--- src/rtl/ft_tx_pkg.sv ---
// Shared types and constants for the FT245-style transmit framer.
package ft_tx_pkg;

  localparam logic [7:0] MARKER_HI = 8'hF5;
  localparam logic [7:0] MARKER_LO = 8'hAA;
  localparam logic [7:0] ESC_FROM  = 8'hAA;
  localparam logic [7:0] ESC_TO    = 8'hAB;

  // One FIFO entry: a 12-bit pixel or an end-of-frame marker.
  typedef struct packed {
    logic        is_marker;
    logic [11:0] data;
  } entry_t;

  typedef enum logic [2:0] {
    StIdle,
    StLoad,
    StWait,
    StSetup,
    StPulse,
    StHold
  } state_t;

  function automatic int unsigned max3(input int unsigned a, input int unsigned b,
                                       input int unsigned c);
    int unsigned m;
    m = (a > b) ? a : b;
    return (m > c) ? m : c;
  endfunction

endpackage

--- src/rtl/ft_tx_framer_if.sv ---
// Pixel input and FT245 bridge bus grouped for the transmit framer.
// master: the framer; slave: the pixel source / bridge side.
interface ft_tx_framer_if;
  logic        pixel_valid;
  logic [11:0] pixel_data;
  logic        frame_done;
  logic        ft_txe_n;
  logic [7:0]  ft_d_out;
  logic        ft_d_oe;
  logic        ft_wr;

  modport master (
    input  pixel_valid,
    input  pixel_data,
    input  frame_done,
    input  ft_txe_n,
    output ft_d_out,
    output ft_d_oe,
    output ft_wr
  );

  modport slave (
    output pixel_valid,
    output pixel_data,
    output frame_done,
    output ft_txe_n,
    input  ft_d_out,
    input  ft_d_oe,
    input  ft_wr
  );
endinterface

--- src/rtl/ft_tx_fifo.sv ---
// Synchronous first-word-fall-through FIFO of framer entries.
// A push into a full FIFO succeeds only when a pop happens in the same cycle.
module ft_tx_fifo
  import ft_tx_pkg::*;
#(
  parameter int unsigned DEPTH = 64
) (
  input  logic                   clk,
  input  logic                   rst,
  input  logic                   push,
  input  entry_t                 push_data,
  input  logic                   pop,
  output entry_t                 pop_data,
  output logic                   full,
  output logic                   empty,
  output logic [$clog2(DEPTH):0] level
);

  localparam int unsigned AW = $clog2(DEPTH);

  entry_t        mem [DEPTH];
  logic [AW-1:0] wr_ptr_q, rd_ptr_q;
  logic [AW:0]   count_q;
  logic          do_push, do_pop;

  assign full    = (count_q == (AW+1)'(DEPTH));
  assign empty   = (count_q == '0);
  assign do_pop  = pop && !empty;
  assign do_push = push && (!full || do_pop);

  // Pointers wrap naturally since DEPTH is a power of two.
  always_ff @(posedge clk) begin
    if (rst) begin
      wr_ptr_q <= '0;
      rd_ptr_q <= '0;
      count_q  <= '0;
    end else begin
      if (do_push) wr_ptr_q <= wr_ptr_q + 1'b1;
      if (do_pop)  rd_ptr_q <= rd_ptr_q + 1'b1;
      if (do_push && !do_pop)      count_q <= count_q + 1'b1;
      else if (!do_push && do_pop) count_q <= count_q - 1'b1;
    end
  end

  // Storage array, no reset needed: occupancy is tracked by count_q.
  always_ff @(posedge clk) begin
    if (do_push) mem[wr_ptr_q] <= push_data;
  end

  assign pop_data = mem[rd_ptr_q];
  assign level    = count_q;

endmodule

--- src/rtl/ft_tx_framer.sv ---
// Buffers pixel samples and end-of-frame markers, then writes each entry as
// two bytes to an FT245-style bridge under TXE# flow control.
// Optional build macro FT_TX_ESCAPE_EN: a pixel low byte of 8'hAA is sent
// as 8'hAB so that 8'hAA on the wire only ever follows a marker's 8'hF5.
module ft_tx_framer
  import ft_tx_pkg::*;
#(
  parameter int unsigned DEPTH    = 64,
  parameter int unsigned WR_SETUP = 2,
  parameter int unsigned WR_PULSE = 4,
  parameter int unsigned WR_HOLD  = 2
) (
  input  logic                   clk,
  input  logic                   rst,
  ft_tx_framer_if.master         bus,
  output logic                   overflow,
  output logic [$clog2(DEPTH):0] fifo_level
);

  localparam int unsigned CNT_MAX = max3(WR_SETUP, WR_PULSE, WR_HOLD);
  localparam int unsigned CW      = $clog2(CNT_MAX + 1);

  state_t          state_q, state_d;
  logic [CW-1:0]   cnt_q, cnt_d;
  logic            byte_idx_q, byte_idx_d;
  logic [7:0]      byte0_q, byte1_q;
  logic [7:0]      enc0, enc1, cur_byte;
  logic            txe_s1_q, txe_s2_q;
  logic            marker_pend_q;
  logic            overflow_q;
  logic            push, pop, push_ok;
  logic            fifo_full, fifo_empty;
  entry_t          push_entry, head;

  ft_tx_fifo #(
    .DEPTH(DEPTH)
  ) u_fifo (
    .clk       (clk),
    .rst       (rst),
    .push      (push),
    .push_data (push_entry),
    .pop       (pop),
    .pop_data  (head),
    .full      (fifo_full),
    .empty     (fifo_empty),
    .level     (fifo_level)
  );

  // Push arbitration: a pixel always wins; a pending marker fills idle slots.
  always_comb begin
    push       = 1'b0;
    push_entry = '0;
    if (bus.pixel_valid) begin
      push            = 1'b1;
      push_entry.data = bus.pixel_data;
    end else if (marker_pend_q) begin
      push                 = 1'b1;
      push_entry.is_marker = 1'b1;
    end
  end

  assign pop     = (state_q == StLoad);
  assign push_ok = !fifo_full || pop;

  // Marker bookkeeping and sticky overflow; a blocked marker is retried.
  always_ff @(posedge clk) begin
    if (rst) begin
      marker_pend_q <= 1'b0;
      overflow_q    <= 1'b0;
    end else begin
      if (bus.frame_done)                   marker_pend_q <= 1'b1;
      else if (!bus.pixel_valid && push_ok) marker_pend_q <= 1'b0;
      if (bus.pixel_valid && !push_ok)      overflow_q    <= 1'b1;
    end
  end

  assign overflow = overflow_q;

  // Two-byte encoding of the FIFO head.
  always_comb begin
    if (head.is_marker) begin
      enc0 = MARKER_HI;
      enc1 = MARKER_LO;
    end else begin
      enc0 = {4'b0000, head.data[11:8]};
      enc1 = head.data[7:0];
`ifdef FT_TX_ESCAPE_EN
      if (enc1 == ESC_FROM) enc1 = ESC_TO;
`endif
    end
  end

  // TXE# synchroniser and byte latches; TXE# resets to "not ready".
  always_ff @(posedge clk) begin
    if (rst) begin
      txe_s1_q <= 1'b1;
      txe_s2_q <= 1'b1;
      byte0_q  <= '0;
      byte1_q  <= '0;
    end else begin
      txe_s1_q <= bus.ft_txe_n;
      txe_s2_q <= txe_s1_q;
      if (state_q == StLoad) begin
        byte0_q <= enc0;
        byte1_q <= enc1;
      end
    end
  end

  // FSM state register with phase counter and byte index.
  always_ff @(posedge clk) begin
    if (rst) begin
      state_q    <= StIdle;
      cnt_q      <= '0;
      byte_idx_q <= 1'b0;
    end else begin
      state_q    <= state_d;
      cnt_q      <= cnt_d;
      byte_idx_q <= byte_idx_d;
    end
  end

  // FSM next state; TXE# is only consulted in StWait so a byte in flight completes.
  always_comb begin
    state_d    = state_q;
    cnt_d      = cnt_q + 1'b1;
    byte_idx_d = byte_idx_q;
    unique case (state_q)
      StIdle: begin
        cnt_d = '0;
        if (!fifo_empty) state_d = StLoad;
      end
      StLoad: begin
        cnt_d      = '0;
        byte_idx_d = 1'b0;
        state_d    = StWait;
      end
      StWait: begin
        cnt_d = '0;
        if (!txe_s2_q) state_d = StSetup;
      end
      StSetup: begin
        if (cnt_q == CW'(WR_SETUP - 1)) begin
          cnt_d   = '0;
          state_d = StPulse;
        end
      end
      StPulse: begin
        if (cnt_q == CW'(WR_PULSE - 1)) begin
          cnt_d   = '0;
          state_d = StHold;
        end
      end
      StHold: begin
        if (cnt_q == CW'(WR_HOLD - 1)) begin
          cnt_d = '0;
          if (!byte_idx_q) begin
            byte_idx_d = 1'b1;
            state_d    = StWait;
          end else begin
            state_d = StIdle;
          end
        end
      end
      default: begin
        cnt_d   = '0;
        state_d = StIdle;
      end
    endcase
  end

  assign cur_byte = byte_idx_q ? byte1_q : byte0_q;

  // FSM outputs: data driven through setup, pulse and hold; strobe in pulse only.
  always_comb begin
    bus.ft_d_out = '0;
    bus.ft_d_oe  = 1'b0;
    bus.ft_wr    = 1'b0;
    unique case (state_q)
      StSetup, StHold: begin
        bus.ft_d_out = cur_byte;
        bus.ft_d_oe  = 1'b1;
      end
      StPulse: begin
        bus.ft_d_out = cur_byte;
        bus.ft_d_oe  = 1'b1;
        bus.ft_wr    = 1'b1;
      end
      default: ;
    endcase
  end

endmodule
--- src/flat_wrapper.sv ---
// flat-port wrapper written by rule: the top's interface ports become plain ports
module ft_tx_framer_flat import ft_tx_pkg::*;
#(
  parameter int unsigned DEPTH    = 64,
  parameter int unsigned WR_SETUP = 2,
  parameter int unsigned WR_PULSE = 4,
  parameter int unsigned WR_HOLD  = 2
)
  (clk, rst, overflow, fifo_level, bus_pixel_valid, bus_pixel_data, bus_frame_done, bus_ft_txe_n, bus_ft_d_out, bus_ft_d_oe, bus_ft_wr);
  ft_tx_framer_if bus_i ();
  input  logic clk;
  input  logic rst;
  output logic overflow;
  output logic [$clog2(DEPTH):0] fifo_level;
  input wire logic [$bits(bus_i.pixel_valid)-1:0] bus_pixel_valid;
  input wire logic [$bits(bus_i.pixel_data)-1:0] bus_pixel_data;
  input wire logic [$bits(bus_i.frame_done)-1:0] bus_frame_done;
  input wire logic [$bits(bus_i.ft_txe_n)-1:0] bus_ft_txe_n;
  output wire logic [$bits(bus_i.ft_d_out)-1:0] bus_ft_d_out;
  output wire logic [$bits(bus_i.ft_d_oe)-1:0] bus_ft_d_oe;
  output wire logic [$bits(bus_i.ft_wr)-1:0] bus_ft_wr;
  assign bus_i.pixel_valid = bus_pixel_valid;
  assign bus_i.pixel_data = bus_pixel_data;
  assign bus_i.frame_done = bus_frame_done;
  assign bus_i.ft_txe_n = bus_ft_txe_n;
  assign bus_ft_d_out = bus_i.ft_d_out;
  assign bus_ft_d_oe = bus_i.ft_d_oe;
  assign bus_ft_wr = bus_i.ft_wr;
  ft_tx_framer #(.DEPTH(DEPTH), .WR_SETUP(WR_SETUP), .WR_PULSE(WR_PULSE), .WR_HOLD(WR_HOLD)) u_core (.clk(clk), .rst(rst), .bus(bus_i), .overflow(overflow), .fifo_level(fifo_level));
endmodule
--- config.mk ---
export PLATFORM = sky130hd
export DESIGN_NAME = ft_tx_framer_flat
export DESIGN_NICKNAME = d
export VERILOG_FILES = /design/src/rtl/ft_tx_pkg.sv /design/src/rtl/ft_tx_framer_if.sv /design/src/rtl/ft_tx_fifo.sv /design/src/rtl/ft_tx_framer.sv /design/src/flat_wrapper.sv
export SDC_FILE = /design/constraint.sdc
export NUM_CORES = 1
export LEC_CHECK = 0
export CORE_ASPECT_RATIO = 0.8
export CORE_MARGIN = 2
export CORE_UTILIZATION = 44
export DETAILED_ROUTE_END_ITERATION = 10
export GPL_TIMING_DRIVEN = 0
export PLACE_DENSITY = 0.61
export SKIP_CTS_REPAIR_TIMING = 1
export SYNTH_ARGS = -nofsm -noshare
export SYNTH_HDL_FRONTEND = slang
export SYNTH_SLANG_ARGS = --single-unit
export TNS_END_PERCENT = 50
--- constraint.sdc ---
create_clock -name clk -period 8.8 [get_ports clk]
set_input_delay 1.32 -clock clk [delete_from_list [all_inputs] [get_ports clk]]
set_output_delay 1.32 -clock clk [all_outputs]
set_load 0.01 [all_outputs]
==> results.md, run 1 <==
* Wl on met1 at 40.11 mm
* Final non-filler cell area at 39790 sq um
* Worst-Skew Late Latency at 0.65 ns
* Synthesized net count at 1666
* Die W at 316.2 microns
* Critical Path Slowest Stage Cell: nor2_2
* Endpoint class of the critical path: flip-flop
* ANT nets after route at 0
* Post-synth EDFFs at 832
* IO Port Bufs at 33
* Largest net degree at the start of global routing at 61
* Power density cells at 261.5 nW/um^2
* CTS tree: yes
* Worst Path Buf+Inv at 1
* FMAX at 0.2457 GHz
* Clock Power Share at 35.0%
* Core Area at 77200 sq um
* Placed inst area at 37060 sq um
* Crit path DAT at 4.33 ns
* Std cell rows at 91
* Gr usage total at 23.60%
* #FFs+latches synth at 881
* P_int at 7.646 mW
* Post-synth ARST share at 0%
* Antenna diodes at 0
* Required time at the worst-slack endpoint at 9.06 ns
* Maxcap violations at 0
* H-tree levels at 3
* Via count at 17820
* Post-Syn Area at 34320 sq um
* CP max stage delay at 1.00 ns
* Die area at 80260 sq um
* Final Hold Vio Count at 0
* Via density at 6.139
* Post-synthesis sequential area ratio at 75.66%
* WL per Instance at 32.03 microns
* Synthesized instance count at 1636
* Syn avg cell area at 20.98 sq um
* Clock Sinks at 881
* Drt first pass iters at 6
* Combinational share of power at 19.6%
* Drc violations at 0
* Chip Height at 253.8 microns
* CP Launch Type: primary input
* Share of power burned in registers at 45.4%
* IO Pins at 35
* Area delta synth->final at 15.95%
* Final Setup Violations at 0
* Max layer used: met4
* Gr ovfl total at 0
* Share of layout cells above drive strength 1 at 29.36%
* Max-slew headroom at 13.26%
* Area of the multi-input gates at 7960 sq um
* Wire length on met3 at 10.16 mm
* DR iter-0 viols at 2614
* Max-slew violations at 0
* Worst Path Max Fanout at 13
* Run status: complete, no violations
* WHS at 0.4231 ns
* Top FF cell, synth: edfxtp_1
* Fin nets at 1843
* Switching fraction of total power at 26.52%
* Crit path cell chain: clkdlybuf4s50_1, nor2_1, nor3_1, nand3_1, nor2_2
* Worst Tran Pin Value at 1.298 ns
* Final wirelength at 92.99 mm
* CTS root buf: clkbuf_16
* Largest area contributor in the netlist: edfxtp_1
* Routability Congestion at 0.9571
* Pwr Total at 10.41 mW
* Number of antenna violations at the first check in global routing at 2
* Reg area at 25960 sq um
* Critical path's top delay family: simple AND/OR/NAND/NOR gates
* Met2 Routed Length at 40.27 mm
* Final Util at 51.55%
* Critical path type: in2reg
* Worst min path class: reg2reg
* Setup Skew at 0.02669 ns
* Min cycle time layout at 4.070 ns
* Number of global-route vias before repair at 17310
* YS warnings at 0
* Most common cell in the netlist: edfxtp_1
* Yosys cell types at 59
* Synth top area share at 72.80%
* DP HPWL at 62.52 mm
* Synth top area cells: edfxtp_1 (73%), mux4_2 (15%), dfxtp_1 (2.9%)
* First-pass GRT wire length at 130.7 mm
* Pleak at 12.00 nW
* Tcrit/Tclk final at 46.25%
* Post-route setup TNS at 0 ns
* Clock tree buffer depth at 3
* Commonest cells post-synth: edfxtp_1 (832), mux4_2 (230), nor2_1 (115)
* Register clock-pin slew on the reported worst setup and hold paths at 0.06 ns
* Switching Power at 2.759 mW
* R2r setup slk at 4.79 ns
* RSZ-0062 raised after global routing: no
* Initial core utilization at 44.46%
* CTS Buf Count at 83
* # fillers at 6090
* VDD IR max at 0.1652 mV
[worst reg2reg max path: cells and delay by family (launching register included)]
family	cells	cell delay [ns]
AOI/OAI and AO/OA	5	1.17
DFF	1	0.30
buffers and inverters	4	0.69
adders and majority gates	2	0.54
and+or+nand+nor	3	0.87
muxes	1	0.35
[routing by layer]
layer / global-route usage [%] / vias up
met4: 6.186 / 0
met1: 36.02 / 9584
li1: - / 7120
met2: 33.72 / 976
met5: 0 / -
met3: 6.235 / 141
[placed cells by master, fill, tap and decap left out, types with 8 or more instances in the layout]
cell type and instances:
buf_4 10, nand3_1 8, buf_12 13, clkbuf_16 85, inv_1 15, buf_8 34, mux2i_1 28, edfxtp_1 832
nor2_2 63, clkdlybuf4s50_1 33, clkinv_1 17, bufinv_16 10, a21oi_1 45, nand2_1 32, ha_1 12, nor2_1 52
nor2b_1 20, buf_1 10, mux4_2 230, clkinv_2 12, clkbuf_1 47, buf_6 23, and2_2 12, dfxtp_1 49
buf_2 27, a22oi_1 47
[power groups by stage]
stage                     clock network, mW  logic [mW]  registers (mW)
after global routing                   3.84        2.15            4.73
final                                  3.64        2.04            4.73
after global placement                    0        1.98            4.82
after CTS                              3.68        2.04            4.73
after floorplan                           0        1.34            4.81
after detailed placement                  0        2.03            4.82
[through the flow]
stage          setup slack (ns)  std cells
6_report                  4.730       2903
5_1_grt                   4.449       2903
4_1_cts                   4.749       2903
3_5_place_dp              4.189       2751
3_3_place_gp              3.436       2692
2_1_floorplan             5.149       1636
[kinds of logic after synthesis]
family / after synthesis / synth area share [%]
compound gates: 134 / 2.745
xor+xnor: 12 / 0.3062
fa+ha+maj: 13 / 0.4958
buf+inv: 106 / 1.673
flops: 881 / 75.66
mux: 260 / 15.98
simple gates: 230 / 3.146
[final cells by class]
class,instances,share of cell area (%)
repair buffers,92,3.229
multi-input cells,649,20.00
clock buffers,105,5.584
inverters,16,0.1509
flip-flops and latches,881,65.25
clock inverters,47,1.270
well taps,1023,3.217
plain buffers,90,1.292
[registers in the layout, indices dropped and copies added, names as in the netlist, named ones only]
register and count:
u_core.u_fifo.mem 832, u_core.byte1_q 8, u_core.u_fifo.level 7, u_core.u_fifo.rd_ptr_q 6
u_core.u_fifo.wr_ptr_q 6, u_core.byte0_q 5, u_core.cnt_q 3, u_core.state_q 3
u_core.byte_idx_q 1, u_core.marker_pend_q 1, u_core.overflow 1, u_core.txe_s1_q 1
u_core.txe_s2_q 1
[worst paths after layout]
kind         depth (start not counted)                             endpoint                            from
max                                  5  u_core.u_fifo.mem[11][10]$_DFFE_PP_                 bus_pixel_valid
min                                  1           u_core.txe_s2_q$_SDFF_PP1_      u_core.txe_s1_q$_SDFF_PP1_
max reg2reg                         15  u_core.u_fifo.level[6]$_SDFFE_PP0P_  u_core.state_q[2]$_SDFFE_PP0P_
min reg2reg                          1           u_core.txe_s2_q$_SDFF_PP1_      u_core.txe_s1_q$_SDFF_PP1_
Power figures use the tool's default switching activity.
==> run 2: changes to the inputs <==
--- a/config.mk
+++ b/config.mk
@@ -10,7 +10,7 @@
 export CORE_UTILIZATION = 44
 export DETAILED_ROUTE_END_ITERATION = 10
 export GPL_TIMING_DRIVEN = 0
-export PLACE_DENSITY = 0.61
+export PLACE_DENSITY = 0.63
 export SKIP_CTS_REPAIR_TIMING = 1
 export SYNTH_ARGS = -nofsm -noshare
 export SYNTH_HDL_FRONTEND = slang
==> constraint.sdc (replaced) <==
create_clock -name clk -period 3.65 [get_ports clk]
set_input_delay 0.5475 -clock clk [delete_from_list [all_inputs] [get_ports clk]]
set_output_delay 0.5475 -clock clk [all_outputs]
set_load 0.01 [all_outputs]
==> results.md, run 2 (same netlist as run 1, synthesis figures left out) <==
* IO Pins at 35
* Required time at the worst-slack endpoint at 3.90 ns
* CP Launch Type: flip-flop
* Tcrit/Tclk final at 103.0%
* Final Hold Vio Count at 0
* WHS at 0.3788 ns
* DP HPWL at 60.79 mm
* Setup Skew at 0.02863 ns
* Endpoint class of the critical path: flip-flop
* Fin nets at 1826
* Number of global-route vias before repair at 17010
* Share of layout cells above drive strength 1 at 28.76%
* CP Depth at 6
* CTS root buf: clkbuf_16
* Worst Path Buf+Inv at 1
* Power density cells at 630.5 nW/um^2
* Drc violations at 0
* Initial core utilization at 44.46%
* Worst min path class: in2reg
* Final Setup Violations at 137
* Reg2reg path depth at 6
* CTS Buf Count at 84
* RSZ-0062 raised after global routing: yes
* Routability Congestion at 0.9719
* Clock Sinks at 881
* ANT nets after route at 0
* Largest net degree at the start of global routing at 61
* Via count at 17360
* FMAX at 0.2661 GHz
* Number of flip-flops in the largest register at 832
* Reg with most FFs: u_core.u_fifo.mem
* Maxcap violations at 0
* IO Port Bufs at 33
* Max-slew headroom at 10.44%
* Antenna diodes at 0
* Failing checks: negative setup slack
* Switching fraction of total power at 27.31%
* Post-Layout Cell Count at 2883
* R2r setup slk at -0.11 ns
* Std cell rows at 91
* VDD IR max at 0.3492 mV
* Gr usage total at 23.19%
* Critical Path Slowest Stage Cell: nor2_2
* Min cycle time layout at 3.758 ns
* Crit path DAT at 4.00 ns
* Final wirelength at 91.54 mm
* Run status: complete, but fails checks
* First-pass GRT wire length at 127.7 mm
* Worst Tran Pin Value at 1.341 ns
* Crit path cell chain: clkbuf_1, or3b_1, and4_1, nor3_1, nand2_1, nor2_2
* Register clock-pin slew on the reported worst setup and hold paths at 0.06 ns
* CP max stage delay at 0.91 ns
* Critical path type: reg2reg
* CTS tree: yes
* Max-slew violations at 0
* Switching Power at 6.791 mW
* Pleak at 11.85 nW
* Drt first pass iters at 7
* WL per Instance at 31.75 microns
* Gr ovfl total at 0
* Dpl ws at -0.5122 ns
* Pwr Total at 24.87 mW
* Number of antenna violations at the first check in global routing at 1
* Combinational share of power at 20.5%
* Chip Height at 253.8 microns
* Post-route setup slack at -0.1083 ns
* Area delta synth->final at 14.93%
* H-tree levels at 3
* Worst Path Max Fanout at 13
* Via density at 6.022
* Hold path cells at 2
* Most frequent cells in the layout: edfxtp_1 (832), mux4_2 (230), clkbuf_16 (87)
* Post-Place Cells at 2726
* Core Area at 77200 sq um
* Clock tree buffer depth at 3
* Share of power burned in registers at 45.9%
* Die area at 80260 sq um
* Worst-Skew Late Latency at 0.64 ns
* P_int at 18.08 mW
* Die W at 316.2 microns
* DR iter-0 viols at 2470
* Critical path's top delay family: simple AND/OR/NAND/NOR gates
* Most common cell after layout, fill and taps aside: edfxtp_1
* Clock Power Share at 33.6%
[run 2: cell types whose count changed in the layout (fill, tap and decap cells not counted), moves of 6 or more]
cell,previous run,this run
buf_4,10,17
buf_8,34,13
bufinv_16,10,3
nor2_1,52,58
nor2_2,63,47
nor2_4,1,11
[run 2: worst register-to-register path: stages (launching register included)]
cell      delay, ns
dfxtp_1        0.30
clkbuf_1       0.17
or3b_1         0.43
and4_1         0.26
nor3_1         0.60
nand2_1        0.70
nor2_2         0.91
[run 2: routing by layer]
| layer | routed length [microns] | vias up | track usage (%) |
|---|---|---|---|
| met5 | 80 | - | 0 |
| met4 | 2559 | 4 | 6.375 |
| met3 | 10290 | 134 | 8.120 |
| met2 | 39580 | 887 | 33.19 |
| met1 | 39040 | 9231 | 33.85 |
| li1 | - | 7105 | - |
[run 2: stage by stage]
step           area (sq um)  setup TNS [ns]  utilization (%)
2_1_floorplan         34320               0                -
3_3_place_gp          35930         -284.51            46.54
3_5_place_dp          36640          -82.11            47.46
4_1_cts               39240          -33.93            50.83
5_1_grt               39440          -30.33            51.09
6_report              39440          -6.914            51.09
[run 2: final timing paths]
| path | from | to |
|---|---|---|
| min reg2reg | u_core.txe_s1_q$_SDFF_PP1_ | u_core.txe_s2_q$_SDFF_PP1_ |
| max reg2reg | u_core.state_q[1]$_SDFFE_PP0P_ | u_core.u_fifo.mem[40][12]$_DFFE_PP_ |
| min | rst | u_core.txe_s2_q$_SDFF_PP1_ |
| max | u_core.state_q[1]$_SDFFE_PP0P_ | u_core.u_fifo.mem[40][12]$_DFFE_PP_ |
[run 2: area by class of cell]
type | instances | area [sq um]
Fill cell | 6142 | 37760
Sequential cell | 881 | 25960
Multi-Input combinational cell | 649 | 8030
Clock buffer | 107 | 2282
Tap cell | 1023 | 1280
Timing Repair Buffer | 74 | 978.4
Buffer | 90 | 525.5
Clock inverter | 43 | 320.3
Inverter | 16 | 60.06
[run 2: power by group through the flow]
stage | logic (mW) | clock network, mW | registers, mW
after detailed placement | 4.98 | 0 | 11.6
after global placement | 4.88 | 0 | 11.6
after global routing | 5.33 | 8.86 | 11.4
after CTS | 4.99 | 8.45 | 11.4
final | 5.10 | 8.35 | 11.4
after floorplan | 3.22 | 0 | 11.6
==> run 3: changes to the inputs <==
==> constraint.sdc (replaced) <==
create_clock -name clk -period 3.65 [get_ports clk]
set_input_delay 0.5475 -clock clk [delete_from_list [all_inputs] [get_ports clk]]
set_output_delay 0.5475 -clock clk [all_outputs]
set_load 0.1 [all_outputs]
==> results.md, run 3 (same netlist as run 1, synthesis figures left out) <==
* RSZ-0062 raised after global routing: yes
* Share of layout cells above drive strength 1 at 29.58%
* WL per Instance at 32.06 microns
* Die W at 316.2 microns
* Core Area at 77200 sq um
* Clock tree buffer depth at 3
* Via density at 6.112
* Post-route setup slack at -0.1240 ns
* IO Pins at 35
* Number of global-route vias before repair at 17530
* Critical path type: reg2reg
* DP HPWL at 61.79 mm
* Worst Tran Pin Value at 1.319 ns
* Required time at the worst-slack endpoint at 4.13 ns
* Routability Congestion at 0.9176
* FMAX at 0.2650 GHz
* IO Port Bufs at 33
* Pwr Total at 24.82 mW
* Max-slew headroom at 11.88%
* Crit path cell chain: clkbuf_1, clkbuf_1, mux4_2, a22oi_1, a311oi_1
* Cell mode on critical path: clkbuf_1
* Fin nets at 1833
* Worst Path Max Fanout at 11
* H-tree levels at 3
* Drc violations at 0
* Final wirelength at 92.62 mm
* Most common cell after layout, fill and taps aside: edfxtp_1
* DR iter-0 viols at 2593
* ANT nets after route at 0
* Most frequent cells in the layout: edfxtp_1 (832), mux4_2 (230), clkbuf_16 (84)
* Gr ovfl total at 0
* Chip Height at 253.8 microns
* Reg with most FFs: u_core.u_fifo.mem
* Maxcap violations at 0
* CTS Buf Count at 83
* # fillers at 6096
* Std cell rows at 91
* CTS tree: yes
* Final Hold Vio Count at 0
* Worst-Skew Late Latency at 0.63 ns
* Power density cells at 628.5 nW/um^2
* Number of flip-flops in the largest register at 832
* Initial core utilization at 44.46%
* Die area at 80260 sq um
* Crit path DAT at 4.25 ns
* Tcrit/Tclk final at 103.4%
* Worst min path class: in2reg
* Drt first pass iters at 5
* Number of antenna violations at the first check in global routing at 1
* Endpoint class of the critical path: flip-flop
* CP max stage delay at 1.04 ns
* Failing checks: negative setup slack
* Dpl ws at -0.7750 ns
* Via count at 17660
* Final Setup Violations at 15
* Largest net degree at the start of global routing at 59
* Clock Sinks at 881
* Pleak at 11.99 nW
* Critical Path Slowest Stage Cell: clkbuf_1
* Area delta synth->final at 15.08%
* Register clock-pin slew on the reported worst setup and hold paths at 0.07 ns
* CP Launch Type: flip-flop
* VDD IR max at 0.3879 mV
* Gr usage total at 23.55%
* Min cycle time layout at 3.774 ns
* Max-slew violations at 0
* First-pass GRT wire length at 130.5 mm
* Run status: complete, but fails checks
* Setup Skew at 0.02685 ns
* CTS root buf: clkbuf_16
==> run 3: cell types whose count changed in the layout (fill, tap and decap cells not counted), sizes merged <==
| cell | delta |
|---|---|
| clkdlybuf4s15 | +1 |
| diode | +3 |
| clkinvlp | +2 |
| clkinv | -5 |
| dlymetal6s2s | +9 |
| clkdlybuf4s50 | -9 |
| clkbuf | -3 |
| buf | +8 |
==> run 3: final cells by class <==
class	count	area (sq um)	area share [%]
sequential	881	25970	65.76
multi-input combinational	649	8087	20.47
clock buffer	105	2191	5.547
tap	1023	1280	3.241
timing repair buffer	82	1090	2.759
buffer	90	529.3	1.340
clock inverter	40	279.0	0.7065
inverter	16	60.06	0.1521
antenna	3	7.507	0.01901
==> run 3: path summary, 6_finish.rpt <==
path	start	to	slack (ns)	depth (start not counted)
worst max-delay path	flip-flop	u_core.byte1_q[3]$_SDFFE_PP0N_	-0.12	5
worst min-delay path	rst	u_core.u_fifo.level[6]$_SDFFE_PP0P_	0.39	3
worst max register to register	flip-flop	u_core.byte1_q[3]$_SDFFE_PP0N_	-0.12	5
worst min register to register	u_core.txe_s1_q$_SDFF_PP1_	u_core.txe_s2_q$_SDFF_PP1_	0.40	1
==> run 3: report_power, final <==
group          switching (mW)  total [mW]  leakage (nW)  internal [mW]
combinational            3.14        5.32          3.04           2.18
sequential              0.140        11.4          7.75           11.3
clock                    3.63        8.09          1.20           4.45
==> run 3: per-layer routing <==
metal	track usage (%)	vias to the layer above	wire length, microns
li1	-	7106	-
met1	34.12	9417	37940
met2	35.49	979	41930
met3	6.496	154	10350
met4	6.105	2	2387
met5	0	-	12
==> run 3: worst max-delay path: cells and delay by family, from the launching register on <==
family,cells,cell delay (ns)
buffers and inverters,2,1.97
AO/OA/AOI/OAI,2,0.64
multiplexers,1,0.54
flip-flops,1,0.46
==> run 3: stage by stage <==
stage / hold slack (ns) / instances / util (%) / setup TNS (ns) / area [sq um]
6_report: 0.3927 / 2889 / 51.16 / -0.8072 / 39500
3_3_place_gp: 0.4042 / 2692 / 46.55 / -427.27 / 35940
3_5_place_dp: 0.3983 / 2737 / 47.67 / -132.95 / 36800
4_1_cts: 0.3623 / 2882 / 50.87 / -74.92 / 39270
5_1_grt: 0.4170 / 2886 / 51.15 / -0.4896 / 39490
2_1_floorplan: 0.3895 / 1636 / - / 0 / 34330
==> RTL edit 1 (settings of run 3) <==
`WR_PULSE` is set to 4 in 2 places; all go to 8.
--- a/src/rtl/ft_tx_framer.sv
+++ b/src/rtl/ft_tx_framer.sv
@@ -7,7 +7,7 @@
 #(
   parameter int unsigned DEPTH    = 64,
   parameter int unsigned WR_SETUP = 2,
-  parameter int unsigned WR_PULSE = 4,
+  parameter int unsigned WR_PULSE = 8,
   parameter int unsigned WR_HOLD  = 2
 ) (
   input  logic                   clk,
--- a/src/flat_wrapper.sv
+++ b/src/flat_wrapper.sv
@@ -3,7 +3,7 @@
 #(
   parameter int unsigned DEPTH    = 64,
   parameter int unsigned WR_SETUP = 2,
-  parameter int unsigned WR_PULSE = 4,
+  parameter int unsigned WR_PULSE = 8,
   parameter int unsigned WR_HOLD  = 2
 )
   (clk, rst, overflow, fifo_level, bus_pixel_valid, bus_pixel_data, bus_frame_done, bus_ft_txe_n, bus_ft_d_out, bus_ft_d_oe, bus_ft_wr);
Check against the original RTL: no difference found for any inputs over 4 cycles, from zero or initial values and one cycle with rst high; that may be too few to reach the edited logic, so the function may still have changed.
==> RTL edit 1 against run 3 <==
The run still ends with setup timing left. Worst setup slack better by 0.093 ns. Routed wire length is 5.5% higher. Sequential cell count is 1 higher. First-iteration DRC count is 4.9% lower. Cell count is 4.2% higher. Largest power group unchanged. Area after synthesis is 0.48% higher. Cell area is 1.2% higher. Critical endpoint is now u_core.byte0_q[0]. Total power is 0.79% lower.
==> RTL edit 1: results (changes against run 3) <==
critical path's largest stage delay=0.65 ns (-0.39 ns); Non-clock buffers=176 (+2.3%); status=complete, but fails checks; XOR/XNOR Fraction of Synth Area=0.00406 (+0.00100); synth cell count leaders=edfxtp_1, mux4_2, nor2_1; R2R Path End=u_core.byte0_q[0]; area post-placement=36900 um^2 (+0.31%); HP Start=u_core.txe_s1_q; setup tns final=-0.0312 ns (+0.776 ns); final setup margin=-0.0312 ns (+0.0928 ns); routed wl met3=10.1 mm (-2.6%); met3 usage=0.0651 (+0.0000928); Fin Clk Skew=0.0216 ns (-0.00527 ns); DR vias=18500 (+4.5%); multi-input combinational area share=0.207 (+0.00202); fraction of layout cells with a size suffix above 1=0.260 (-0.0361); post-DP HPWL=66.8 mm (+8.1%); Synth area leaders=edfxtp_1, mux4_2, dfxtp_1; initial antenna violation count=2 (+1); Synth cell types=62 (+5.1%); fillcell total=6059 (-0.61%); Worst Hold Endpoint=u_core.txe_s2_q; Worst VDD drop=0.423 mV (+9.1%); total track usage=0.245 (+0.00987); FF-to-FF path depth=11 (+6); invs w/o clock=12 (-4); buffering overhead=0.0415 (+0.000535); clk_buf instances=108 (+2.9%); sequential share of the synthesized area=0.754 (-0.00302); final WL=97.7 mm (+5.5%); post-route insts no fill=3010 (+4.2%); Cell Pwr Density=616 nW/um^2 (-2.0%); failing checks=setup timing; Nets=1950 (+6.4%); worst-path maximum fanout=10 (-1); placed instance count=2855 (+4.3%); clk_lat worst skew=0.66 ns (+0.03 ns); Compound-Gate Fraction of Synth Area=0.0405 (+0.0131); # clock sinks=882 (+0.11%); endpoints failing setup=1 (-14); syn_nets=1783 (+7.0%)
-- RTL edit 1: worst max-delay path by stage --
stage                           start  depth (start not counted)                        end  slack (ns)
6_report                    flip-flop                         11          u_core.byte0_q[0]       -0.03
5_1_grt             u_core.state_q[0]                         13     u_core.u_fifo.level[6]       -0.11
4_1_cts             u_core.state_q[0]                          7   u_core.u_fifo.mem[51][7]       -0.65
3_5_place_dp          bus_pixel_valid                          5   u_core.u_fifo.mem[51][5]       -0.57
3_3_place_gp          bus_pixel_valid                          2  u_core.u_fifo.mem[22][12]       -1.36
2_1_floorplan  u_core.u_fifo.level[3]                         13     u_core.u_fifo.level[6]        0.08
-- RTL edit 1: cells by family after synthesis --
kind of cell	count (synthesis)
DFF	882
xor gates and xnor gates	16
adders and majority gates	12
muxes	258
AOI/OAI and AO/OA	199
and+or+nand+nor	281
buffers and inverters	106
-- RTL edit 1: report_power, final --
group	internal, mW	switching (mW)
registers	11.3	0.135
logic	1.60	2.79
clock network	5.08	3.76
==> RTL edit 2 (settings of run 3) <==
Made on the original files. Encoding of `state_t`: now one-hot (6 bits for 6 states).
--- a/src/rtl/ft_tx_pkg.sv
+++ b/src/rtl/ft_tx_pkg.sv
@@ -12,13 +12,13 @@
     logic [11:0] data;
   } entry_t;
 
-  typedef enum logic [2:0] {
-    StIdle,
-    StLoad,
-    StWait,
-    StSetup,
-    StPulse,
-    StHold
+  typedef enum logic [5:0] {
+    StIdle  = 6'b000001,
+    StLoad  = 6'b000010,
+    StWait  = 6'b000100,
+    StSetup = 6'b001000,
+    StPulse = 6'b010000,
+    StHold  = 6'b100000
   } state_t;
 
   function automatic int unsigned max3(input int unsigned a, input int unsigned b,
Check against the original RTL: same outputs for any inputs over 4 cycles, from zero or initial values and one cycle with rst high; so few cycles prove little.
==> RTL edit 2 against run 3 <==
Sequential share of layout area is 0.27 points lower. Total power is 7.8% lower. Routed wire length is 4.1% lower. Sequential cell count is 3 higher. Largest cell class unchanged. Synthesized cell count is 7.5% higher. Cell area is 0.64% higher. Area after synthesis is 0.34% higher. Worst setup slack better by 0.17 ns. Count of clock-buffer cells in the layout is 5 higher. Via count is 2.8% higher.
==> RTL edit 2: results (changes against run 3) <==
status=finished clean; path type of the worst min-delay path=flip-flop to flip-flop; Syn Inst Count=1758 (+7.5%); critical path's largest stage delay=0.75 ns (-0.29 ns); area post-placement=36700 um^2 (-0.37%); post-DP HPWL=59.3 mm (-4.0%); P_leak=12.1 nW (+1.1%); Worst VDD drop=0.330 mV (-15%); Slew @ Worst Pin=1.45 ns (+0.130 ns); critical path data arrival time=3.94 ns (-0.31 ns); Synth cell types=62 (+5.1%); clk_lat worst skew=0.66 ns (+0.03 ns); met3 usage=0.0633 (-0.00161); sequential share of the synthesized area=0.756 (-0.000785); routability congestion estimate=0.895 (-2.5%); vias per cell=6.05 (-0.95%); Max Cap Violations=0 (unchanged); fraction of layout cells with a size suffix above 1=0.271 (-0.0252); fillcell total=6071 (-0.41%); synth cell count leaders=edfxtp_1, mux4_2, nor2_1; final WL=88.8 mm (-4.1%); largest net degree at the start of global routing=53 (-10%); Crit path max-delay family=simple AND/OR/NAND/NOR gates; Nets=1937 (+5.7%); met2 Usage GRT=0.321 (-0.0340); slowest cell on the critical path=nor2_2; routed len/inst=29.6 um (-7.6%); met1 Track Usage GR=0.332 (-0.00917); total track usage=0.223 (-0.0130); Synth area leaders=edfxtp_1, mux4_2, dfxtp_1; global-route wire length before repair=126 mm (-3.2%); Iter 0 DRT Violations=2651 (+2.2%); Int Pwr=17.3 mW (-3.5%); number of global-route vias before repair=17700 (+0.95%); Fin Clk Skew=0.0310 ns (+0.00413 ns); placed instance count=2846 (+4.0%); worst-path maximum fanout=8 (-3)
==> RTL edit 2: cell count changes after synthesis, moves of 6 or more <==
cell / delta
a21oi_1: +10
a22oi_1: +25
a311oi_1: -6
buf_2: +12
buf_6: -10
clkbuf_1: +7
mux2_2: +36
mux4_2: -53
nand2_1: +7
nor2_1: -6
nor4_1: +14
o21ai_0: +21
o22ai_1: +19
==> RTL edit 2: final timing paths <==
path	startpoint	to	slack, ns	depth (start not counted)
worst max-delay path	u_core.state_q[3]	u_core.u_fifo.mem[0][0]	0.05	7
worst min register to register	u_core.txe_s1_q	u_core.txe_s2_q	0.41	1
worst max register to register	u_core.state_q[3]	u_core.u_fifo.mem[0][0]	0.05	7
worst min-delay path	u_core.txe_s1_q	u_core.txe_s2_q	0.41	1
==> RTL edit 2: cells by family (layout without fill, tap and decap cells) <==
group,Yosys count,after routing,synth area share
multiplexers,244,244,0.138
AND/OR/NAND/NOR,272,272,0.0400
adder cells (fa/ha/maj),14,14,0.00531
flip-flops,884,884,0.756
buffers and inverters,112,328,0.0156
XOR/XNOR,15,15,0.00382
AO/OA/AOI/OAI,217,217,0.0419
other,0,1,0
==> RTL edit 2: routing by layer <==
metal,part of all wire,up-vias
li1,-,7517
met1,0.44,9550
met2,0.44,933
met3,0.099,149
met4,0.024,2
met5,0.0021,-
==> RTL edit 2: power by group through the flow <==
stage,Sequential [mW],Combinational [mW],Clock (mW)
after global placement,11.6,2.52,0
after floorplan,11.9,1.51,0
final,11.4,2.77,8.70
after CTS,11.4,2.67,8.77
after detailed placement,11.6,2.66,0
after global routing,11.4,2.95,9.14
==> RTL edit 2: metrics by stage <==
stage / setup TNS (ns) / hold WS (ns) / utilization / total power, mW / setup WS [ns]
floorplan: -0.434 / 0.389 / - / 13.4 / -0.0883
global placement: -353.68 / 0.394 / 0.466 / 14.2 / -0.924
detailed placement: -120.06 / 0.400 / 0.474 / 14.3 / -0.595
CTS: -138.39 / 0.415 / 0.509 / 22.8 / -0.628
global route: -0.495 / 0.433 / 0.514 / 23.5 / -0.0468
finish: 0 / 0.412 / 0.514 / 22.9 / 0.0474
==> RTL edit 2: final cells by class <==
| class | count | share of cell area |
|---|---|---|
| inverter | 14 | 0.00145 |
| sequential | 884 | 0.655 |
| buffer | 94 | 0.0131 |
| clock inverter | 43 | 0.0113 |
| multi-input combinational | 762 | 0.208 |
| antenna | 1 | 0.0000630 |
| timing repair buffer | 67 | 0.0221 |
| tap | 1023 | 0.0322 |
| clock buffer | 110 | 0.0567 |
